`config.mk`:
```
export PLATFORM = sky130hd
export DESIGN_NAME = arf_sequencer_flat
export DESIGN_NICKNAME = d
export VERILOG_FILES = /design/src/rtl/arf_sequencer_if.sv /design/src/rtl/arf_sequencer.sv /design/src/flat_wrapper.sv
export SDC_FILE = /design/constraint.sdc
export NUM_CORES = 1
export LEC_CHECK = 0
export ABC_CLOCK_PERIOD_IN_PS = 2400
export CAP_MARGIN = 20
export CORE_MARGIN = 5
export CORE_UTILIZATION = 39
export CTS_BUF_LIST = sky130_fd_sc_hd__clkbuf_8
export DETAILED_ROUTE_END_ITERATION = 16
export PLACE_DENSITY = 0.91
export SETUP_SLACK_MARGIN = 0.1
export SLEW_MARGIN = 20
export SYNTH_ARGS = -nofsm -noshare
export SYNTH_HDL_FRONTEND = slang
export SYNTH_SLANG_ARGS = --single-unit
```
`constraint.sdc`:
```
create_clock -name Clock -period 2.4 [get_ports Clock]
set_clock_uncertainty 0.05 [all_clocks]
set_input_delay 0.48 -clock Clock [delete_from_list [all_inputs] [get_ports Clock]]
set_output_delay 0.48 -clock Clock [all_outputs]
set_load 0.01 [all_outputs]
```
`src/rtl/arf_sequencer_if.sv`:
```
// Command handshake and register-file/memory control bundle for arf_sequencer.
// The master side is the decoder; the slave side is the sequencer.
interface arf_sequencer_if;
  logic        CmdValid;
  logic [2:0]  Cmd;
  logic        CmdReady;
  logic [15:0] SPValue;
  logic [2:0]  RegSel;
  logic [1:0]  FunSel;
  logic [1:0]  OutCSel;
  logic [1:0]  OutDSel;
  logic        ISel;
  logic        MemRead;
  logic        MemWrite;
  logic        Done;
  logic        Fault;

  modport master (
    output CmdValid, Cmd, SPValue,
    input  CmdReady, RegSel, FunSel, OutCSel, OutDSel, ISel, MemRead, MemWrite, Done, Fault
  );

  modport slave (
    input  CmdValid, Cmd, SPValue,
    output CmdReady, RegSel, FunSel, OutCSel, OutDSel, ISel, MemRead, MemWrite, Done, Fault
  );
endinterface

```
`src/rtl/arf_sequencer.sv`:
```
// Address register file micro-sequencer: expands one stack/flow command into
// per-cycle RegSel/FunSel/OutCSel/OutDSel words and memory strobes.
module arf_sequencer #(
  parameter logic [15:0] STACK_EMPTY = 16'h0400,
  parameter logic [15:0] STACK_FULL  = 16'h0300
) (
  input  logic           Clock,
  input  logic           Reset,
  arf_sequencer_if.slave bus
);

  typedef enum logic [1:0] {IDLE, S1, S2, S3} state_t;
  typedef enum logic [2:0] {
    C_NOP, C_FETCH, C_PUSH, C_POP, C_LOAD_PC, C_CALL, C_RET, C_LOAD_SP
  } cmd_t;

  localparam logic [2:0] R_NONE = 3'b000, R_PC = 3'b100, R_SP = 3'b010;
  localparam logic [1:0] F_DEC = 2'b00, F_INC = 2'b01, F_LOAD = 2'b10;
  localparam logic [1:0] SEL_PC = 2'b00, SEL_SP = 2'b01, SEL_AR = 2'b10;

  state_t state_q, state_d;
  cmd_t   cmd_q, cmd_d;

  logic [2:0] reg_sel;
  logic [1:0] fun_sel, outc_sel, outd_sel;
  logic       i_sel, mem_rd, mem_wr, done, fault, ready, last;
  logic       bounds_fault;

  always_ff @(posedge Clock or posedge Reset) begin
    if (Reset) begin
      state_q <= IDLE;
      cmd_q   <= C_NOP;
    end else begin
      state_q <= state_d;
      cmd_q   <= cmd_d;
    end
  end

  // Bounds are judged against the live SP in the first step, so a stale SP
  // at acceptance time cannot mask an overflow/underflow.
  always_comb begin
    bounds_fault = 1'b0;
    if (state_q == S1) begin
      unique case (cmd_q)
        C_PUSH, C_CALL: bounds_fault = (bus.SPValue == STACK_FULL);
        C_POP,  C_RET:  bounds_fault = (bus.SPValue == STACK_EMPTY);
        default:        bounds_fault = 1'b0;
      endcase
    end
  end

  always_comb begin
    state_d  = state_q;
    cmd_d    = cmd_q;
    reg_sel  = R_NONE;
    fun_sel  = F_DEC;
    outc_sel = SEL_PC;
    outd_sel = SEL_PC;
    i_sel    = 1'b0;
    mem_rd   = 1'b0;
    mem_wr   = 1'b0;
    fault    = 1'b0;
    ready    = 1'b0;
    last     = 1'b0;

    unique case (state_q)
      IDLE: begin
        ready = 1'b1;
        if (bus.CmdValid) begin
          cmd_d   = cmd_t'(bus.Cmd);
          state_d = S1;
        end
      end
      S1: begin
        if (bounds_fault) begin
          fault = 1'b1;
          last  = 1'b1;
        end else begin
          unique case (cmd_q)
            C_NOP:   last = 1'b1;
            C_FETCH: mem_rd = 1'b1;
            C_PUSH, C_CALL: begin
              reg_sel = R_SP;
              fun_sel = F_DEC;
            end
            C_POP, C_RET: begin
              outd_sel = SEL_SP;
              mem_rd   = 1'b1;
            end
            C_LOAD_PC: begin
              reg_sel = R_PC;
              fun_sel = F_LOAD;
              last    = 1'b1;
            end
            C_LOAD_SP: begin
              reg_sel = R_SP;
              fun_sel = F_LOAD;
              last    = 1'b1;
            end
            default: last = 1'b1;
          endcase
        end
      end
      S2: begin
        unique case (cmd_q)
          C_FETCH: begin
            reg_sel = R_PC;
            fun_sel = F_INC;
            last    = 1'b1;
          end
          C_PUSH: begin
            outd_sel = SEL_SP;
            outc_sel = SEL_AR;
            mem_wr   = 1'b1;
            last     = 1'b1;
          end
          C_POP: begin
            reg_sel = R_SP;
            fun_sel = F_INC;
            last    = 1'b1;
          end
          C_CALL: begin
            outd_sel = SEL_SP;
            outc_sel = SEL_PC;
            mem_wr   = 1'b1;
          end
          C_RET: begin
            reg_sel = R_PC;
            fun_sel = F_LOAD;
            i_sel   = 1'b1;
          end
          default: last = 1'b1;
        endcase
      end
      S3: begin
        last = 1'b1;
        unique case (cmd_q)
          C_CALL: begin
            reg_sel = R_PC;
            fun_sel = F_LOAD;
          end
          C_RET: begin
            reg_sel = R_SP;
            fun_sel = F_INC;
          end
          default: ;
        endcase
      end
      default: last = 1'b1;
    endcase

    done = last;
    if (state_q != IDLE) begin
      unique case (state_q)
        S1:      state_d = last ? IDLE : S2;
        S2:      state_d = last ? IDLE : S3;
        default: state_d = IDLE;
      endcase
    end
  end

  assign bus.CmdReady = ready;
  assign bus.RegSel   = reg_sel;
  assign bus.FunSel   = fun_sel;
  assign bus.OutCSel  = outc_sel;
  assign bus.OutDSel  = outd_sel;
  assign bus.ISel     = i_sel;
  assign bus.MemRead  = mem_rd;
  assign bus.MemWrite = mem_wr;
  assign bus.Done     = done;
  assign bus.Fault    = fault;

endmodule

```
`src/flat_wrapper.sv`:
```
// flat-port wrapper written by rule: the top's interface ports become plain ports
module arf_sequencer_flat 
#(
  parameter logic [15:0] STACK_EMPTY = 16'h0400,
  parameter logic [15:0] STACK_FULL  = 16'h0300
)
  (Clock, Reset, bus_CmdValid, bus_Cmd, bus_SPValue, bus_CmdReady, bus_RegSel, bus_FunSel, bus_OutCSel, bus_OutDSel, bus_ISel, bus_MemRead, bus_MemWrite, bus_Done, bus_Fault);
  arf_sequencer_if bus_i ();
  input  logic Clock;
  input  logic Reset;
  input wire logic [$bits(bus_i.CmdValid)-1:0] bus_CmdValid;
  input wire logic [$bits(bus_i.Cmd)-1:0] bus_Cmd;
  input wire logic [$bits(bus_i.SPValue)-1:0] bus_SPValue;
  output wire logic [$bits(bus_i.CmdReady)-1:0] bus_CmdReady;
  output wire logic [$bits(bus_i.RegSel)-1:0] bus_RegSel;
  output wire logic [$bits(bus_i.FunSel)-1:0] bus_FunSel;
  output wire logic [$bits(bus_i.OutCSel)-1:0] bus_OutCSel;
  output wire logic [$bits(bus_i.OutDSel)-1:0] bus_OutDSel;
  output wire logic [$bits(bus_i.ISel)-1:0] bus_ISel;
  output wire logic [$bits(bus_i.MemRead)-1:0] bus_MemRead;
  output wire logic [$bits(bus_i.MemWrite)-1:0] bus_MemWrite;
  output wire logic [$bits(bus_i.Done)-1:0] bus_Done;
  output wire logic [$bits(bus_i.Fault)-1:0] bus_Fault;
  assign bus_i.CmdValid = bus_CmdValid;
  assign bus_i.Cmd = bus_Cmd;
  assign bus_i.SPValue = bus_SPValue;
  assign bus_CmdReady = bus_i.CmdReady;
  assign bus_RegSel = bus_i.RegSel;
  assign bus_FunSel = bus_i.FunSel;
  assign bus_OutCSel = bus_i.OutCSel;
  assign bus_OutDSel = bus_i.OutDSel;
  assign bus_ISel = bus_i.ISel;
  assign bus_MemRead = bus_i.MemRead;
  assign bus_MemWrite = bus_i.MemWrite;
  assign bus_Done = bus_i.Done;
  assign bus_Fault = bus_i.Fault;
  arf_sequencer #(.STACK_EMPTY(STACK_EMPTY), .STACK_FULL(STACK_FULL)) u_core (.Clock(Clock), .Reset(Reset), .bus(bus_i));
endmodule
```
==> results.tsv, run 1 <==
stage	metric	value	unit
worst_setup_path	crit_type	flop to output pin	
sta	tns	-0.4680	ns
power_and_ir_drop	total_power	1.487	mW
outcome	status	finished, violations left	
route	routed-wl-met2	1160	um
cts	cts.clk_slew.worst_paths	0.04	ns
worst_setup_path	cp.required	1.87	ns
power_and_ir_drop	p_comb_share	78.0	%
finish	drive_gt1_share	34.53	%
die	initial_core_util	41.80	%
route	dr.max_layer_used	met4	
route	drc	0	
power_and_ir_drop	p_int	0.8419	mW
cts	cts_sinks	5	
die	rows	14	
route	wl_met3	243	um
sta	max_freq	0.3849	GHz
sta	postLayoutSetupSlackWorst	-0.1983	ns
global_routing	grt_max_degree	15	
cts	clk_latency	0.22	ns
die	die_h	50.65	um
synthesis	syn_area	644.4	um2
finish	layout.nets	167	
die	chipWidth	50.65	um
route	wl_met1	849	um
route	postRouteAntennaNets	0	
power_and_ir_drop	irDropWorstVdd	793.4	uV
finish	postLayoutCoreUtil	79.30	%
die	io_pins	37	
synthesis	synth_edf_count	0	
finish	n_antenna_cell	0	
synthesis	ys_top_cells_by_area	dfrtp_1 (19%), ha_1 (9.7%), nand2_1 (6.4%)	
synthesis	synthArstFlopShare	100.0	%
sta	hold_violations	0	
worst_setup_path	ff2ff_path_depth	7	
global_routing	grt_usage	17.65	%
synthesis	synth_flop_cell	dfrtp_1	
route	wirelength	2277	um
worst_setup_path	r2r_end	u_core.state_q[1]	
synthesis	yosysUniqueCellTypes	35	
power_and_ir_drop	p_switching	0.6448	mW
sta	rsz0062_at_grt	true	
synthesis	synth_top_area_share	19.42	%
placed_design	dp_hpwl	1757	um
power_and_ir_drop	swShare	43.37	%
hold_path	hold_class	input pin to asynchronous set/reset pin	
power_and_ir_drop	p_per_area	1216	nW/um2
placed_design	placed_area	1091	um2
cts	cts_buffers	3	
synthesis	yosysWarningCount	0	
worst_setup_path	worstSetupStartpointType	flop	
route	dr.first_iter.drc_count	32	
cts	cts_max_level	1	
placed_design	place_ws	-0.7359	ns
worst_setup_path	rrSetupSlack	0.36	ns
worst_setup_path	critPathMaxFanout	4	
power_and_ir_drop	p_seq_share	11.9	%
power_and_ir_drop	clock_power_share	10.1	%
worst_setup_path	end_kind	output pin	
sta	finalMaxSlewViolations	0	
finish	fill_cells	114	
run	maxCapViolations	0	
die	fp.coreArea	1541	um2
finish	synthToLayoutAreaGrowth	89.71	%
global_routing	grt_pass1_vias	877	
worst_setup_path	r2r-start	u_core.cmd_q[0]	
placed_design	gp_congestion	0.7720	
die	dieArea	2565	um2
power_and_ir_drop	p_leak	0.5820	nW
sta	fin_crit_sh	108.3	%
cts	clock_path_buffers	2	
synthesis	synthCells	85	
cts	root_buffer	clkbuf_8	
route	routed-via-count	844	
placed_design	io_buffer_count	33	
cts	cts_tree	yes	
sta	whs	0.4078	ns
finish	final_cells	155	
global_routing	grt_pass1_wl	3698	um
sta	final.min_clock_period	2.598	ns
global_routing	antenna_found_initial	0	
synthesis	yosysTopAreaCell	dfrtp_1	
synthesis	syn_area_per_cell	7.581	um2
synthesis	ys_ff_latch	5	
global_routing	grt-ovfl-total	0	
finish	final_cell_area	1222	um2
outcome	violations	setup timing	
route	drt_pass1_iterations	4	
route	routed_via_density	5.445	
synthesis	synth_seq_area_share	19.42	%
placed_design	place_inst	146	
worst_setup_path	cp.arrival	2.07	ns
sta	setup_viol	4	
route	wl_per_cell	14.69	um
## critical path: stages, from the launching register on
cell,delay [ns]
dfrtp_1,0.40
xor2_2,0.19
a211o_1,0.27
a2111o_1,0.49
o2bb2ai_1,0.15
a211o_1,0.22
buf_2,0.14
## power groups by stage
stage               clock network, mW  registers (mW)  logic [mW]
detailed placement                  0           0.163        1.01
floorplan                           0           0.161       0.547
global route                    0.161           0.184        1.25
CTS                             0.152           0.169        1.08
global placement                    0           0.159       0.977
finish                          0.150           0.177        1.16
## logic make-up (layout without fill, tap and decap cells)
logic type,count (synthesis),count (layout),synth area share [%]
xor+xnor,2,2,2.719
fa+ha+maj,5,5,9.709
flops,5,5,19.42
other cells,1,3,0.5820
buf+inv,12,64,9.901
mux,6,6,9.903
compound gates,19,19,20.39
simple gates,35,35,27.38
## what timing repair did
action | in CTS | in global routing
setup buffers | 3 | 2
hold buffers | 0 | 0
pin swaps | 12 | 10
cloned | 0 | 0
resized for setup | 54 | 8
setup endpoints to repair | 11 | 9
## worst max path at each step
stage / startpoint / end / slack, ns / cells after the start
after CTS: u_core.cmd_q[2] / bus_FunSel[1] / -0.28 / 6
final: u_core.cmd_q[0] / bus_FunSel[1] / -0.20 / 6
after global routing: u_core.state_q[1] / bus_FunSel[1] / -0.30 / 8
after detailed placement: bus_SPValue[12] / bus_FunSel[1] / -0.74 / 7
after global placement: bus_SPValue[9] / bus_FunSel[1] / -0.71 / 7
after floorplan: u_core.state_q[1] / bus_FunSel[1] / 0.11 / 7
## sequential cells by signal (all words and copies together) (netlist names)
register	count
u_core.state_q	2
u_core.cmd_q	3
## synthesized netlist by cell type (all sizes together), types with 2 or more instances
master and number:
a211o 2, a21oi 4, a31oi 2, buf 4, clkbuf 4, dfrtp 5
ha 5, inv 4, mux2 3, mux2i 3, nand2 11, nand3 2
nand3b 2, nor2 7, nor2b 2, nor3 3, nor4 2, nor4b 2
o21ai 4, o22ai 2
## routing by layer
metal | GRT usage (%) | vias up
met1 | 17.31 | 393
met4 | 7.660 | 0
met3 | 5.325 | 2
li1 | - | 405
met5 | 0 | -
met2 | 33.26 | 44
## layout by cell type (no fill, tap or decap), types with 2 or more instances in the layout
master / n
a211o_1: 2
a21oi_1: 2
a31oi_1: 2
buf_2: 5
buf_4: 21
buf_6: 3
clkbuf_8: 3
clkdlybuf4s50_1: 9
conb_1: 3
dfrtp_1: 5
dlygate4sd2_1: 15
dlymetal6s2s_1: 2
ha_1: 3
ha_4: 2
inv_1: 3
inv_2: 2
mux2_2: 3
mux2i_1: 3
nand2_1: 10
nand3_1: 2
nand3b_1: 2
nor2_1: 7
nor3_1: 3
o21ai_0: 2
o22ai_1: 2
## cell type report
cell class                 count  area (um2)  share of cell area (%)
clock buffer                   3       41.29                   3.378
clock inverter                 1       3.754                  0.3071
inverter                       4       15.01                   1.228
multi-input combinational     70       544.3                   44.52
sequential                     5       125.1                   10.24
tap                           16       20.02                   1.638
timing repair buffer          56       473.0                   38.69
(Power assumes the default switching activity.)
==> run 2, diff against run 1 <==
- CORE_AREA: not set -> 5 5 42 44
- CORE_MARGIN: 5 -> not set
- CORE_UTILIZATION: 39 -> not set
- DIE_AREA: not set -> 0 0 47 49
- DONT_BUFFER_PORTS: not set -> 1
- PLACE_DENSITY: 0.91 -> 0.72
- SKIP_LAST_GASP: not set -> 1
==> run 2 against run 1 <==
  * The flow still finishes with violations (setup timing)
  * Cell area down 34%
  * Sequential share of layout area up 5.5 points
  * Global-route usage down 1.9 points
  * Wire length down 25%
  * Final cell count down 30%
  * First-iteration DRC count down 78%
  * Critical path depth down 1
  * Non-clock buffer count down 47
  * Combinational power down 32%
  * Count of clock-buffer cells in the layout unchanged
  * Utilization down 22 points
  * Critical path type unchanged
  * Largest power group unchanged
==> results.tsv, run 2 (synthesis results as in run 1) <==
stage	metric	value	unit	change
worst_setup_path	worstSetupStartpointType	flop		
cts	cts.clk_slew.worst_paths	0.03	ns	about the same
power_and_ir_drop	p_per_area	1399	nW/um2	+15%
placed_design	place_inst	101		-31%
cts	cts_max_level	1		unchanged
finish	reg_top3	u_core.cmd_q x3, u_core.state_q x2		
finish	layout.nets	120		-28%
finish	largest-register	u_core.cmd_q		
worst_setup_path	critPathMaxFanout	4		unchanged
cts	cts_sinks	5		unchanged
power_and_ir_drop	total_power	1.125	mW	-24%
finish	synthToLayoutAreaGrowth	24.85	%	
route	dr.first_iter.drc_count	7		-78%
worst_setup_path	crit_start	u_core.cmd_q[0]		
worst_setup_path	cp.arrival	1.95	ns	-0.12 ns
die	dieArea	2303	um2	-10%
die	fp.coreArea	1401	um2	-9.1%
hold_path	hold_class	input pin to asynchronous set/reset pin		
sta	postLayoutSetupSlackWorst	-0.08127	ns	+0.1170 ns
placed_design	dp_hpwl	1324	um	-25%
cts	cts_tree	yes		
run	maxCapViolations	0		unchanged
die	initial_core_util	45.98	%	+4.2 points
sta	finalMaxSlewViolations	0		unchanged
power_and_ir_drop	p_leak	0.3216	nW	-45%
finish	final_common_cell	nand2_1		
global_routing	grt-ovfl-total	0		unchanged
cts	cts_buffers	3		unchanged
sta	fin_crit_sh	103.4	%	-4.9 points
route	drc	0		unchanged
die	die_h	49	um	-3.2%
die	io_pins	37		unchanged
global_routing	grt_max_degree	15		unchanged
finish	n_antenna_cell	0		unchanged
global_routing	antenna_found_initial	0		unchanged
cts	root_buffer	clkbuf_8		
finish	drive_gt1_share	26.09	%	-8.4 points
worst_setup_path	cp.required	1.87	ns	about the same
route	routed_via_density	5.815		+6.8%
placed_design	io_buffer_count	0		-100%
sta	tns	-0.1083	ns	+0.3597 ns
global_routing	grt_pass1_wl	2842	um	-23%
die	rows	14		unchanged
route	postRouteAntennaNets	0		unchanged
route	routed-via-count	628		-26%
cts	clock_path_buffers	2		unchanged
global_routing	grt_usage	15.76	%	-1.9 points
route	wl_per_cell	15.83	um	+7.8%
worst_setup_path	crit_type	flop to output pin		
sta	rsz0062_at_grt	true		
sta	max_freq	0.4030	GHz	+4.7%
sta	whs	0.005048	ns	-0.4028 ns
die	chipWidth	47	um	-7.2%
finish	final_cell_mix	nand2_1 (11), buf_4 (8), nor2_1 (6), inv_1 (4), dfrtp_1 (4)		
finish	postLayoutCoreUtil	57.41	%	-22 points
route	wirelength	1710	um	-25%
finish	largest_reg_flops	3		unchanged
sta	hold_violations	0		unchanged
worst_setup_path	end_kind	output pin		
worst_setup_path	r2r-start	u_core.cmd_q[0]		
outcome	status	finished, violations left		
finish	final_cells	108		-30%
outcome	violations	setup timing		
power_and_ir_drop	irDropWorstVdd	625.1	uV	-21%
global_routing	grt_pass1_vias	625		-29%
sta	final.min_clock_period	2.481	ns	-0.1170 ns
sta	setup_viol	2		-2
placed_design	gp_congestion	0.8380		+8.5%
route	drt_pass1_iterations	4		unchanged
cts	clk_latency	0.21	ns	about the same
[run 2: cell count changes in the layout (fill, tap and decap cells not counted), sizes merged]
cell	delta
clkdlybuf4s50	-9
dlygate4sd2	-15
clkdlybuf4s15	-1
dlymetal6s2s	-2
buf	-20
[run 2: through the flow]
step | worst slack (ns) | cell area, um2
2_1_floorplan | 0.1145 | 654.4
3_3_place_gp | 0.1226 | 670.6
3_5_place_dp | 0.02333 | 670.6
4_1_cts | -0.07530 | 772.0
5_1_grt | -0.1535 | 804.5
6_report | -0.08127 | 804.5
[run 2: worst max-delay path, cell delays in order (launching register included)]
cell and delay [ns]:
dfrtp_1 0.39, xor2_2 0.19, a211o_1 0.31, a2111o_1 0.42, o2bb2ai_1 0.15, a211o_1 0.27
[run 2: final timing paths]
check / endpoint / cells past startpoint / slack (ns)
max in group asynchronous: u_core.state_q[0] / 1 / 2.11
hold / removal: u_core.cmd_q[1] / 1 / 0.005
min in group Clock: u_core.state_q[1] / 1 / 0.33
setup / recovery: bus_FunSel[1] / 5 / -0.08
hold reg to reg: u_core.state_q[0] / 2 / 0.57
setup reg to reg: u_core.state_q[1] / 6 / 0.45
[run 2: final cells by class]
class	count	area, um2
sequential	5	126.4
clock buffer	3	41.29
multi-input combinational	70	526.8
clock inverter	1	3.754
fill	134	596.8
tap	16	20.02
inverter	4	15.01
timing repair buffer	9	71.32
[run 2: power breakdown]
| part | leakage (nW) | switching, mW | internal (mW) |
|---|---|---|---|
| clock network | 0.0269 | 0.0350 | 0.109 |
| registers | 0.0598 | 0.0565 | 0.130 |
| logic | 0.235 | 0.454 | 0.340 |
| total | 0.322 | 0.546 | 0.580 |
[run 2: metal layers]
layer / vias up / global-route usage (%) / routed length [um]
li1: 311 / - / -
met1: 283 / 21.56 / 701
met2: 34 / 25.34 / 814
met3: 0 / 2.952 / 194
met4: 0 / 2.765 / 0
met5: - / 0 / 0
[run 2: what timing repair did]
item | in CTS | in global routing
pin swaps | 4 | 2
hold buffers | 0 | 0
endpoints found under the setup margin | 6 | 7
buffers inserted | 2 | 1
gates cloned | 0 | 0
resized for setup | 8 | 5
